==> src/rtl/cam_config_sequencer.sv <==
// Camera bring-up sequencer: walks a register table into the I2C controller with power-up wait, delay entries and NACK retries.
// Optional CAM_CFG_AUTO_START_EN: run the table once automatically when reset releases.
module cam_config_sequencer #(
  parameter int NUM_REGS     = 64,
  parameter int IDX_W        = 6,
  parameter int PWRUP_CYCLES = 20000,
  parameter int GAP_CYCLES   = 16,
  parameter int DELAY_UNIT   = 1000,
  parameter int MAX_RETRY    = 3
) (
  input  logic             clk,
  input  logic             reset,
  input  logic             start,
  output logic [IDX_W-1:0] lut_index,
  input  logic [23:0]      lut_data,
  output logic [23:0]      i2c_data,
  output logic             i2c_enable,
  input  logic             i2c_end,
  input  logic             i2c_ack,
  output logic             busy,
  output logic             config_done,
  output logic             config_error,
  output logic [IDX_W-1:0] err_index
);

  localparam int RW = $clog2(MAX_RETRY + 2);

  localparam logic [3:0] S_IDLE     = 4'd0;
  localparam logic [3:0] S_PWRUP    = 4'd1;
  localparam logic [3:0] S_FETCH    = 4'd2;
  localparam logic [3:0] S_DECODE   = 4'd3;
  localparam logic [3:0] S_ISSUE    = 4'd4;
  localparam logic [3:0] S_WAIT_END = 4'd5;
  localparam logic [3:0] S_GAP      = 4'd6;
  localparam logic [3:0] S_DELAY    = 4'd7;
  localparam logic [3:0] S_NEXT     = 4'd8;
  localparam logic [3:0] S_DONE     = 4'd9;
  localparam logic [3:0] S_ERROR    = 4'd10;

  logic [3:0]       state_q, state_d;
  logic [31:0]      cnt_q, cnt_d;
  logic [IDX_W-1:0] idx_q, idx_d;
  logic [23:0]      data_q, data_d;
  logic             en_q, en_d;
  logic             ack_q, ack_d;
  logic [RW-1:0]    retry_q, retry_d;
  logic             busy_q, busy_d;
  logic             done_q, done_d;
  logic             err_q, err_d;
  logic [IDX_W-1:0] erridx_q, erridx_d;
  logic             start_go;

`ifdef CAM_CFG_AUTO_START_EN
  logic auto_q, auto_d;
  assign auto_d = 1'b0;
  always_ff @(posedge clk or posedge reset) begin
    if (reset) auto_q <= 1'b1;
    else       auto_q <= auto_d;
  end
  assign start_go = start | auto_q;
`else
  assign start_go = start;
`endif

  always_comb begin
    state_d  = state_q;
    cnt_d    = cnt_q;
    idx_d    = idx_q;
    data_d   = data_q;
    en_d     = en_q;
    ack_d    = ack_q;
    retry_d  = retry_q;
    busy_d   = busy_q;
    done_d   = done_q;
    err_d    = err_q;
    erridx_d = erridx_q;
    case (state_q)
      S_IDLE: begin
        if (start_go) begin
          done_d   = 1'b0;
          err_d    = 1'b0;
          erridx_d = '0;
          busy_d   = 1'b1;
          cnt_d    = 32'(PWRUP_CYCLES);
          state_d  = S_PWRUP;
        end
      end
      S_PWRUP: begin
        if (cnt_q <= 32'd1) begin
          idx_d   = '0;
          state_d = S_FETCH;
        end else begin
          cnt_d = cnt_q - 32'd1;
        end
      end
      S_FETCH: state_d = S_DECODE;
      S_DECODE: begin
        if (lut_data[23:16] == 8'hFF) begin
          if (lut_data[15:0] == 16'd0) begin
            state_d = S_NEXT;
          end else begin
            cnt_d   = 32'(lut_data[15:0]) * 32'(DELAY_UNIT);
            state_d = S_DELAY;
          end
        end else begin
          data_d  = lut_data;
          retry_d = '0;
          state_d = S_ISSUE;
        end
      end
      S_ISSUE: begin
        // A level-high END left over from idle must not look like completion.
        if (!i2c_end) begin
          en_d    = 1'b1;
          state_d = S_WAIT_END;
        end
      end
      S_WAIT_END: begin
        if (i2c_end) begin
          en_d  = 1'b0;
          ack_d = i2c_ack;
          cnt_d = 32'(GAP_CYCLES);
          if (i2c_ack) begin
            state_d = S_GAP;
          end else if (retry_q < RW'(MAX_RETRY)) begin
            retry_d = retry_q + RW'(1);
            state_d = S_GAP;
          end else begin
            state_d = S_ERROR;
          end
        end
      end
      S_GAP: begin
        if (cnt_q != 32'd0) cnt_d = cnt_q - 32'd1;
        if (cnt_q <= 32'd1 && !i2c_end) state_d = ack_q ? S_NEXT : S_ISSUE;
      end
      S_DELAY: begin
        if (cnt_q <= 32'd1) state_d = S_NEXT;
        else                cnt_d   = cnt_q - 32'd1;
      end
      S_NEXT: begin
        if (idx_q == IDX_W'(NUM_REGS - 1)) begin
          state_d = S_DONE;
        end else begin
          idx_d   = idx_q + IDX_W'(1);
          state_d = S_FETCH;
        end
      end
      S_DONE: begin
        done_d  = 1'b1;
        busy_d  = 1'b0;
        state_d = S_IDLE;
      end
      S_ERROR: begin
        err_d    = 1'b1;
        erridx_d = idx_q;
        busy_d   = 1'b0;
        state_d  = S_IDLE;
      end
      default: state_d = S_IDLE;
    endcase
  end

  always_ff @(posedge clk or posedge reset) begin
    if (reset) begin
      state_q  <= S_IDLE;
      cnt_q    <= '0;
      idx_q    <= '0;
      data_q   <= '0;
      en_q     <= 1'b0;
      ack_q    <= 1'b0;
      retry_q  <= '0;
      busy_q   <= 1'b0;
      done_q   <= 1'b0;
      err_q    <= 1'b0;
      erridx_q <= '0;
    end else begin
      state_q  <= state_d;
      cnt_q    <= cnt_d;
      idx_q    <= idx_d;
      data_q   <= data_d;
      en_q     <= en_d;
      ack_q    <= ack_d;
      retry_q  <= retry_d;
      busy_q   <= busy_d;
      done_q   <= done_d;
      err_q    <= err_d;
      erridx_q <= erridx_d;
    end
  end

  assign lut_index    = idx_q;
  assign i2c_data     = data_q;
  assign i2c_enable   = en_q;
  assign busy         = busy_q;
  assign config_done  = done_q;
  assign config_error = err_q;
  assign err_index    = erridx_q;

endmodule
==> config.mk <==
export PLATFORM = sky130hd
export DESIGN_NAME = cam_config_sequencer
export DESIGN_NICKNAME = d
export VERILOG_FILES = /design/src/rtl/cam_config_sequencer.sv
export SDC_FILE = /design/constraint.sdc
export NUM_CORES = 1
export LEC_CHECK = 0
export CAP_MARGIN = 5
export CORE_ASPECT_RATIO = 1.75
export CORE_MARGIN = 5
export CORE_UTILIZATION = 53
export CTS_CLUSTER_SIZE = 30
export DETAILED_ROUTE_END_ITERATION = 10
export GPL_TIMING_DRIVEN = 0
export PLACE_DENSITY = 0.78
export SLEW_MARGIN = 20
export SYNTH_ARGS = -nofsm -noshare
export SYNTH_HDL_FRONTEND = slang
export SYNTH_SLANG_ARGS = --single-unit
export TNS_END_PERCENT = 1
==> constraint.sdc <==
create_clock -name clk -period 3.3 [get_ports clk]
set_input_delay 0.66 -clock clk [delete_from_list [all_inputs] [get_ports clk]]
set_output_delay 0.66 -clock clk [all_outputs]
set_load 0.03 [all_outputs]
* After elaboration in Yosys (flattened, before gate mapping)
Cells that the tools add are included.
Widths: inputs -> output; s select.
** Word-level totals
- Memory bits (read-only) :: 0
- Bits in latches :: 0
- Register bits :: 80
- Memories :: 0
- Output and inout bits :: 40
- Bits in writable memories :: 0
** Cells by class
- Multipliers :: 1
- Equality and inequality tests :: 26
- Muxes and demuxes :: 38
- Bitwise operators :: 1
- Div/mod/pow operators :: 0
- Shift-type cells :: 0
- Reduce and logical (&&, ||, !) cells :: 24
- $add $sub $neg :: 3
- Order comparisons :: 2
** Operators with widths (count)
- $mux 32 :: 6
- $pmux 32 s5 :: 1
- $mux 4 :: 12
- $pmux 4 s9 :: 1
- $le 32x1->1 const B :: 1
- $reduce_bool 32->1 :: 1
- $sub 32x1->32 const B :: 1
- $ne 2x2->1 const B :: 14
- $pmux 6 s2 :: 2
- $mul 16x7->23 const B :: 1
- $mux 6 :: 3
- $eq 4x3->1 const B :: 4
- $logic_not 16->1 :: 1
- $eq 4x4->1 const B :: 3
- $mux 3 :: 4
- $reduce_bool 2->1 :: 6
- $reduce_and 2->1 :: 5
- $eq 4x2->1 const B :: 2
- $eq 8x8->1 const B :: 1
- $pmux 1 s2 :: 4
- $reduce_and 7->1 :: 1
- $add 6x1->6 const B :: 1
- $eq 6x6->1 const B :: 1
- $pmux 3 s2 :: 1
- other kinds (13) :: 18

* Longest topological paths before layout
- Depth after elaboration :: 5
- Depth in mapped cells :: 18
- Gate-level depth less buffers :: 17

* Worst setup path before layout
Ideal clock, no wire load.
- Kind :: input to register
- Start point :: in lut_data[5]
- End point :: reg cnt_q[23]
- Path buffers :: 0
- Stages :: 14
- Slack :: -1459 ps
- Required time :: 3165 ps
- Arrival :: 4624 ps
- Setup time :: 135 ps
- Cells stage by stage :: inv_1 fa_1 fa_1 fa_1 fa_1 inv_1 ha_1 and4_1 or2_2 o221ai_1 a211oi_1 o41ai_1 xor2_1 o211ai_1
** On the way
- Word-level cells in the longest chain between the ends :: 4
- Elaborated cells on any way between the ends :: 7
- Classes of those cells :: 1 x mul; 1 x eq/ne; 3 x mux; 2 x reduce/logical
** RTL lines
- start, declared :: line 15 : input logic [23:0] lut_data,
- $mul 16x7->23 :: line 102 : cnt_d = 32'(lut_data[15:0]) * 32'(DELAY_UNIT);
- $mux 32 :: line 99 : if (lut_data[15:0] == 16'd0) begin
- $mux 32 :: line 98 : if (lut_data[23:16] == 8'hFF) begin
- $pmux 32 s5 :: line 77 : case (state_q)
- end signal, assigned :: line 179 : cnt_q <= cnt_d;
- end, declared :: line 41 : logic [31:0] cnt_q, cnt_d;
Several ways; a longest one is shown, not always the timed one. The select of a mux whose other input is x is not followed.
A chain may end at the register's enable or synchronous reset.

* Worst setup path in the final report
- Start point :: in lut_data[3]
- End point :: reg cnt_q[17]
Same word-level chain as after synthesis.

==> out/qor.csv <==
metric,value,unit
violations,negative setup slack,
post-route-period-util,136,%
yosysMostFrequentCell,nand2_1,
crit_path_top_delay_cell,fa_1,
area_delta_synth_final,24.3,%
dieArea,0.0156,mm2
clock_path_buffers,2,
io_pins,69,
maxCapViolCount,0,
crit_chain,buf_4 -> clkinvlp_4 -> buf_4 -> fa_1 -> fa_1 -> fa_1 -> fa_1 -> inv_1 -> ha_4 -> and4_1 -> or2_4 -> o221ai_4 -> buf_6 -> nand2b_1 -> a21oi_2 -> xor2_1 -> o21ai_0,
globalRouteOverflowTotal,0,
syn_avg_cell_area,8.82,um2
critical-path-top-cell-by-count,fa_1,
wl_met3,705,um
synth_fp_nets,936,
place_ws,-2260,ps
synth-seq-area-share,28.8,%
cpPeakStageDelay,520,ps
fin_ws,-1190,ps
hpwl,14000,um
finalNetCount,1037,
synth.top_cell.area_share,28.8,%
core,0.0129,mm2
synthCells,789,
io_buffers,68,
drive_above_1_share,13.2,%
fin_worst_skew,15.0,ps
cts_made_buffers,9,
drcViolationCount,0,
dr_wl_met2,10500,um
synth.ff_latch_count,80,
crit_fanout,5,
endpoint_kind,register,
fillCellCount,1061,
n_antenna_cell,0,
outcome,finished with violations,
powerDensity,915,mW/mm2
cts.htree.levels,3,
synth_top_area_cell,dfrtp_1,
slew_violations,0,
syn_area,0.00696,mm2
yosys_warnings,0,
vias_per_cell,5.93,
initialDrtViolationCount,419,
drt-pass1-iter-count,5,
wl_per_cell,17.5,um
gp_congestion,0.890,
start_util,53.8,%
routed_wl,18600,um
crit_required,3520,ps
detail-route-antenna-nets,0,
tritoncts,built,
synth_edf_count,0,
insertion_delay,360,ps
synthFlopType,dfrtp_1,
dr.max_layer_used,met4,
grt_start_max_net_pins,58,
tightest_slew,769,ps
ir_worst_vdd,0.839,mV
worstPathArrival,4700,ps
wl_met1,6520,um
ys_top_cells_by_count,"nand2_1 (98), inv_1 (94), dfrtp_1 (80), o21ai_0 (75), ha_1 (65)",
layout_min_cycle_time,4490,ps
startpoint_type,input pin,
fmax,223,MHz
cts_sinks,80,
vias,6319,
root_buffer,clkbuf_16,
async_reset_ff_share,100,%
synth_cell_types,58,
path_class,input pin to register,
grt_pass1_vias,6568,
cts_hold_buf,0,
slew_headroom,48.3,%
synth_top_cells_by_area,"dfrtp_1 (29%), fa_1 (15%), ha_1 (12%), o21ai_0 (5.4%), nand2_1 (5.3%)",
fp.dieW,96.6,um
clk_pin_slew_worst_paths,60,ps
total_power,7.91,mW
dieHeight,162,um
hold_violations,0,
grt_usage,24.6,%
setup_violations,17,
num_rows,55,
rsz0062_at_grt,yes,
antenna_found_initial,0,
grt_first_pass_wirelength,31500,um
hold_class,register to register,
leakagePower,3.87,nW
through the flow:
stage | cells | area [um2] | hold WS (ps) | utilization, % | TNS (ps)
floorplan | 789 | 7140 | 450 | - | -14500
global placement | 1028 | 8040 | 459 | 62.1 | -104230
detailed placement | 1029 | 8080 | 461 | 62.5 | -40830
CTS | 1063 | 8560 | 476 | 66.2 | -15030
global route | 1066 | 8650 | 502 | 66.9 | -17780
finish | 1066 | 8650 | 476 | 66.9 | -14850
per-layer routing:
| layer | vias to the layer above | track usage (%) |
|---|---|---|
| met5 | - | 0 |
| met4 | 0 | 12.9 |
| met3 | 70 | 3.80 |
| met2 | 195 | 47.3 |
| met1 | 3113 | 25.1 |
| li1 | 2941 | - |
state kept, by name (all words and copies together) (netlist names):
register	flops
i2c_enable	1
err_index	6
config_error	1
config_done	1
busy	1
cnt_q	32
state_q	4
ack_q	1
i2c_data	24
lut_index	6
retry_q	3
cell families (layout without fill, tap and decap cells):
kind of cell | after synthesis | after routing | share of synthesized area [%]
AO/OA/AOI/OAI | 212 | 212 | 18.7
XOR/XNOR | 21 | 21 | 2.64
adder cells (fa/ha/maj) | 118 | 118 | 26.9
buffers and inverters | 123 | 229 | 6.65
flip-flops | 80 | 80 | 28.8
multiplexers | 5 | 5 | 0.773
AND/OR/NAND/NOR | 230 | 230 | 15.5
power breakdown:
part | internal [mW] | switching, mW
clock network | 0.606 | 0.435
registers | 1.23 | 0.183
logic | 2.25 | 3.21
worst paths after layout:
check	from	endpoint	slack (ps)	cells past startpoint
worst max-delay path	lut_data[3]	cnt_q[17]$_DFFE_PP0P_	-1190	17
worst min-delay path	i2c_data[22]$_DFFE_PP0P_	i2c_data[22]$_DFFE_PP0P_	480	2
worst max register to register	cnt_q[24]$_DFFE_PP0P_	lut_index[5]$_DFFE_PP0P_	40	8
worst min register to register	i2c_data[22]$_DFFE_PP0P_	i2c_data[22]$_DFFE_PP0P_	480	2
max in group asynchronous	reset	cnt_q[24]$_DFFE_PP0P_	2040	3
min in group asynchronous	reset	i2c_data[4]$_DFFE_PP0P_	640	2
what timing repair did:
action,4_1_cts,5_1_grt
setup endpoints to repair,38,36
pin swaps,26,16
setup buffers,21,3
gates resized for setup,80,26
worst max-delay path: cells and delay by family:
| family | cells | cell delay (ps) |
|---|---|---|
| AO/OA/AOI/OAI | 3 | 470 |
| adder cells (fa/ha/maj) | 5 | 2150 |
| XOR/XNOR | 1 | 230 |
| buffers and inverters | 5 | 640 |
| AND/OR/NAND/NOR | 3 | 530 |
final cells by class:
type,instances,area (um2),share of cell area (%)
multi-input cells,586,4790,55.4
well taps,171,214,2.47
plain buffers,26,113,1.30
flip-flops and latches,80,2000,23.2
clock inverters,5,56.3,0.651
repair buffers,93,846,9.78
inverters,94,388,4.48
clock buffers,11,243,2.81
cell usage in the layout (no fill, tap or decap), types with 13 or more instances in the layout:
cell,instances
a21oi_1,49
buf_4,26
clkbuf_1,22
clkdlybuf4s50_1,52
dfrtp_1,79
fa_1,52
ha_1,54
inv_1,79
nand2_1,98
nand3_1,13
nor2_1,43
nor3_1,17
o21ai_0,65
(Power assumes the default switching activity.)
==> RTL change 1, RTL diff (same flow settings) <==
Add a define of `CAM_CFG_AUTO_START_EN`.
--- a/src/rtl/cam_config_sequencer.sv
+++ b/src/rtl/cam_config_sequencer.sv
@@ -1,4 +1,6 @@
 // Camera bring-up sequencer: walks a register table into the I2C controller with power-up wait, delay entries and NACK retries.
 // Optional CAM_CFG_AUTO_START_EN: run the table once automatically when reset releases.
+`define CAM_CFG_AUTO_START_EN
+
 module cam_config_sequencer #(
   parameter int NUM_REGS     = 64,
Function: changed (a bounded check fails within 4 cycles, from zero or initial values and one cycle with reset high).
==> RTL change 1 against the unedited design <==
The run still ends with negative setup slack left; setup slack got worse by 0.31 ns; sequential cell count up 1; total power grew 13%; die area about the same; final cell count fell by 1.1%; sequential share of layout area is essentially flat; wire length grew 11%; area after synthesis hardly changed; cell area rose by 1.5%; critical endpoint is now cnt_q[18]$_DFFE_PP0P_.
==> RTL change 1: results (changes against the unedited design) <==
| Metric | Value |
|---|---|
| Status | `finished, violations left` |
| Failing checks | `negative setup slack` |
| GRT Util Overall | `0.258 (+0.0125)` |
| Hold Crit Class | `register to register` |
| Hold Startpoint | `i2c_data[2]$_DFFE_PP0P_` |
| Worst-path clk slew | `0.06 ns (about the same)` |
| Initial DRT Pass Iterations | `6 (+1)` |
| Vias in the first global route | `6574 (+0.091%)` |
| Final setup vio count | `18 (+1)` |
| Total placed cells including tap cells | `1001 (-2.7%)` |
| Number of fill cells | `1014 (-4.4%)` |
| First-pass GRT wire length | `32.4 mm (+3.0%)` |
| Final worst setup slack | `-1.50 ns (-0.311 ns)` |
| Final wirelength | `20.6 mm (+11%)` |
| Most flop-heavy register | `cnt_q` |
| Mapped Cells | `761 (-3.5%)` |
| Worst-path fanout max | `6 (+1)` |
| Synth area leaders | `dfrtp_1 (29%), fa_1 (16%), ha_1 (12%)` |
| Net Count, Synth | `908 (-3.0%)` |
| Post-synthesis sequential area ratio | `0.291 (+0.00367)` |
| Worst slew pin tran | `0.726 ns (-0.0436 ns)` |
| Worst Skew | `0.0100 ns (-0.00498 ns)` |
| Placer Congestion | `0.943 (+6.0%)` |
| Critical R2R Launch | `state_q[0]$_DFFE_PP0P_` |
| Arrival time at the worst endpoint | `5.03 ns (+0.33 ns)` |
| Cell variety after synth | `70 (+21%)` |
| Maximum VDD drop | `0.706 mV (-16%)` |
| ANT cells | `0 (unchanged)` |
| Hold endpoint | `i2c_data[2]$_DFFE_PP0P_` |
| PortBufs | `68 (unchanged)` |
| Xor and xnor area share after synthesis | `0.0302 (+0.00376)` |
| Layout cells sized above 1 | `0.170 (+0.0380)` |
| Clk pwr share | `0.123 (-0.009)` |
| Synth Area in Compound Gates | `0.176 (-0.0110)` |
| Adder-Cell Fraction of Synth Area | `0.270 (+0.000981)` |
| R2R setup slack | `0.48 ns (+0.44 ns)` |
| Multiplexer area fraction after synthesis | `0.0171 (+0.00934)` |
| Reg-to-reg endpoint | `cnt_q[9]$_DFFE_PP0P_` |
| Post-synth top cells | `inv_1 (96), dfrtp_1 (80), o21ai_0 (67), ha_1 (64), nor2_1 (64)` |
| Detailed Place HPWL | `14.9 mm (+6.8%)` |
| CP Capture Point | `cnt_q[18]$_DFFE_PP0P_` |
| Reg2Reg Depth | `7 (-1)` |
| Sw power | `0.00438 W (+14%)` |
| Largest net degree at the start of global routing | `57 (-1.7%)` |
| Dpl cell area | `0.00804 mm2 (-0.50%)` |
| Max incr delay on CP | `0.61 ns (+0.09 ns)` |
| Sequential power | `0.00157 W (+11%)` |
| DRT iter0 DRCs | `327 (-22%)` |
| Switching share of power | `0.491 (+0.00769)` |
| Static Leak | `3.87 nW (about the same)` |
| Via count | `6375 (+0.89%)` |
| Routed WL per cell | `19.6 um (+12%)` |
| Synthesis warning total | `0 (unchanged)` |
| Crit. Startpoint | `lut_data[6]` |
==> RTL change 1: cell types whose count changed in the layout (fill, tap and decap cells not counted), moves of 5 or more <==
cell | unedited run | this run
nor2_1 | 43 | 63
o21ai_0 | 65 | 57
a31oi_1 | 8 | 2
nand2_1 | 98 | 58
xnor2_1 | 12 | 17
buf_4 | 26 | 39
o21ai_1 | 12 | 21
a21oi_1 | 49 | 41
clkbuf_1 | 22 | 17
==> RTL change 1: cells by family after synthesis <==
group,after synthesis
buf+inv,119
mux,11
xor+xnor,24
compound gates,199
other cells,1
flops,81
simple gates,208
fa+ha+maj,118
==> RTL change 1: layer usage <==
| metal | part of all wire | global-route usage | up-vias |
|---|---|---|---|
| met4 | 0.054 | 0.144 | 0 |
| li1 | - | - | 2871 |
| met5 | 0 | 0 | - |
| met1 | 0.34 | 0.254 | 3178 |
| met3 | 0.040 | 0.0341 | 80 |
| met2 | 0.57 | 0.508 | 246 |
==> RTL change 1: through the flow <==
step	utilization	hold WS, ns	TNS (ns)	worst slack, ns
2_1_floorplan	-	0.463	-13.91	-1.17
3_3_place_gp	0.619	0.466	-91.31	-2.27
3_5_place_dp	0.621	0.476	-39.36	-2.33
4_1_cts	0.660	0.490	-16.52	-1.35
5_1_grt	0.679	0.512	-20.63	-1.57
6_report	0.679	0.492	-18.86	-1.50
==> RTL change 1: final cells by class <==
class / count / share of cell area
multi-input combinational: 561 / 0.540
clock buffer: 10 / 0.0261
tap: 171 / 0.0244
clock inverter: 5 / 0.00926
inverter: 96 / 0.0456
sequential: 81 / 0.231
timing repair buffer: 107 / 0.111
buffer: 23 / 0.0124
==> RTL change 1: repair_timing <==
action,4_1_cts,5_1_grt
gates resized for setup,67,39
pin swaps,15,30
setup endpoints to repair,26,21
buffers inserted,16,22
cloned,0,0
==> RTL change 2, RTL diff (config.mk and constraints unchanged) <==
Made on the original files. Register the output `err_index` once more, with the module's reset; this adds one clock of latency there. The other outputs are not delayed to match.
--- a/src/rtl/cam_config_sequencer.sv
+++ b/src/rtl/cam_config_sequencer.sv
@@ -196,5 +196,11 @@
   assign config_done  = done_q;
   assign config_error = err_q;
-  assign err_index    = erridx_q;
+  always_ff @(posedge clk or posedge reset) begin
+    if (reset) begin
+      err_index <= '0;
+    end else begin
+      err_index <= erridx_q;
+    end
+  end
 
 endmodule
Behaviour: no difference found for any inputs over 10 cycles, from zero or initial values and one cycle with reset high; that may be too few to reach the edited logic, so the function may still have changed.
==> RTL change 2 against the unedited design <==
The run still ends with negative setup slack left; setup slack improved by 0.14 ns; synthesized cell count is 0.63% higher; core utilization decreased by 1.2 points; first-iteration DRC count is 9.8% lower; total power up 9.9%; register-to-register slack better by 0.30 ns; worst hold slack worse by 0.092 ns; sequential cell count up 6; count of clock-buffer cells in the layout is 2 lower; cell area up 1.0%; wire length is 0.51% higher; via count down 0.92%; area after synthesis increased by 2.8%; critical endpoint is now cnt_q[22]$_DFFE_PP0P_; largest cell class unchanged.
==> RTL change 2: results (changes against the unedited design) <==
| Metric | Value |
|---|---|
| Bufs w/o clock | `106 (-11%)` |
| Layout cells sized above 1 | `0.124 (-0.00740)` |
| Worst Skew | `0.00870 ns (-0.00631 ns)` |
| Place WS | `-2.26 ns (-0.00763 ns)` |
| Failing checks | `negative setup slack` |
| Final worst setup slack | `-1.05 ns (+0.137 ns)` |
| Dpl cell area | `0.00816 mm2 (+0.94%)` |
| Static Leak | `3.96 nW (+2.5%)` |
| Post-synthesis sequential area ratio | `0.301 (+0.0132)` |
| Status | `finished, violations left` |
| Post-CTS setup buffers | `15 (-29%)` |
| Post-cts resize count | `96 (+20%)` |
| Area occupied by multi-input gates | `0.00482 mm2 (+0.57%)` |
| Synth Area in Compound Gates | `0.177 (-0.0103)` |
| Clk tree area frac | `0.0349 (+0.000369)` |
| Xor and xnor area share after synthesis | `0.0233 (-0.00316)` |
| Signal inverters | `90 (-4.3%)` |
| WL met3 | `597 um (-15%)` |
| R2R setup slack | `0.34 ns (+0.30 ns)` |
| Final setup vio count | `17 (unchanged)` |
| Maximum VDD drop | `0.808 mV (-3.7%)` |
| Detailed Place HPWL | `14.2 mm (+1.3%)` |
| Multiplexer area fraction after synthesis | `0.00577 (-0.00196)` |
| Reg area | `0.00215 mm2 (+7.4%)` |
| Sink Count | `86 (+7.5%)` |
| Sw power | `0.00424 W (+11%)` |
| Synthesized area per cell | `9.01 um2 (+2.1%)` |
| Util after Layout | `0.656 (-0.0123)` |
| Hold Worst Slack | `0.384 ns (-0.0921 ns)` |
| Vias per cell | `5.87 (-0.92%)` |
| Placer Congestion | `0.889 (-0.11%)` |
| DR WL met2 | `10.4 mm (-0.54%)` |
| Data buffer area share | `0.101 (-0.0101)` |
| Sequential power | `0.00164 W (+16%)` |
| Total placed cells including tap cells | `1037 (+0.78%)` |
| Switching share of power | `0.488 (+0.00437)` |
| Net Count, Synth | `941 (+0.53%)` |
| Adder-Cell Fraction of Synth Area | `0.262 (-0.00725)` |
| Cell variety after synth | `63 (+8.6%)` |
| Comb_multi_in | `594 (+1.4%)` |
==> RTL change 2: path summary, 6_finish.rpt <==
path | endpoint | depth (start not counted) | start
max in group asynchronous | cnt_q[28]$_DFFE_PP0P_ | 3 | reset
min | err_index[4]$_DFF_PP0_ | 0 | erridx_q[4]$_DFFE_PP0P_
max | cnt_q[22]$_DFFE_PP0P_ | 15 | lut_data[2]
min in group asynchronous | i2c_data[21]$_DFFE_PP0P_ | 2 | reset
min reg2reg | err_index[4]$_DFF_PP0_ | 0 | erridx_q[4]$_DFFE_PP0P_
max reg2reg | cnt_q[22]$_DFFE_PP0P_ | 8 | cnt_q[4]$_DFFE_PP0P_
==> RTL change 2: per-layer routing <==
layer | global-route usage | vias up
li1 | - | 2937
met1 | 0.256 | 3079
met2 | 0.467 | 170
met3 | 0.0295 | 75
met4 | 0.133 | 0
met5 | 0 | -
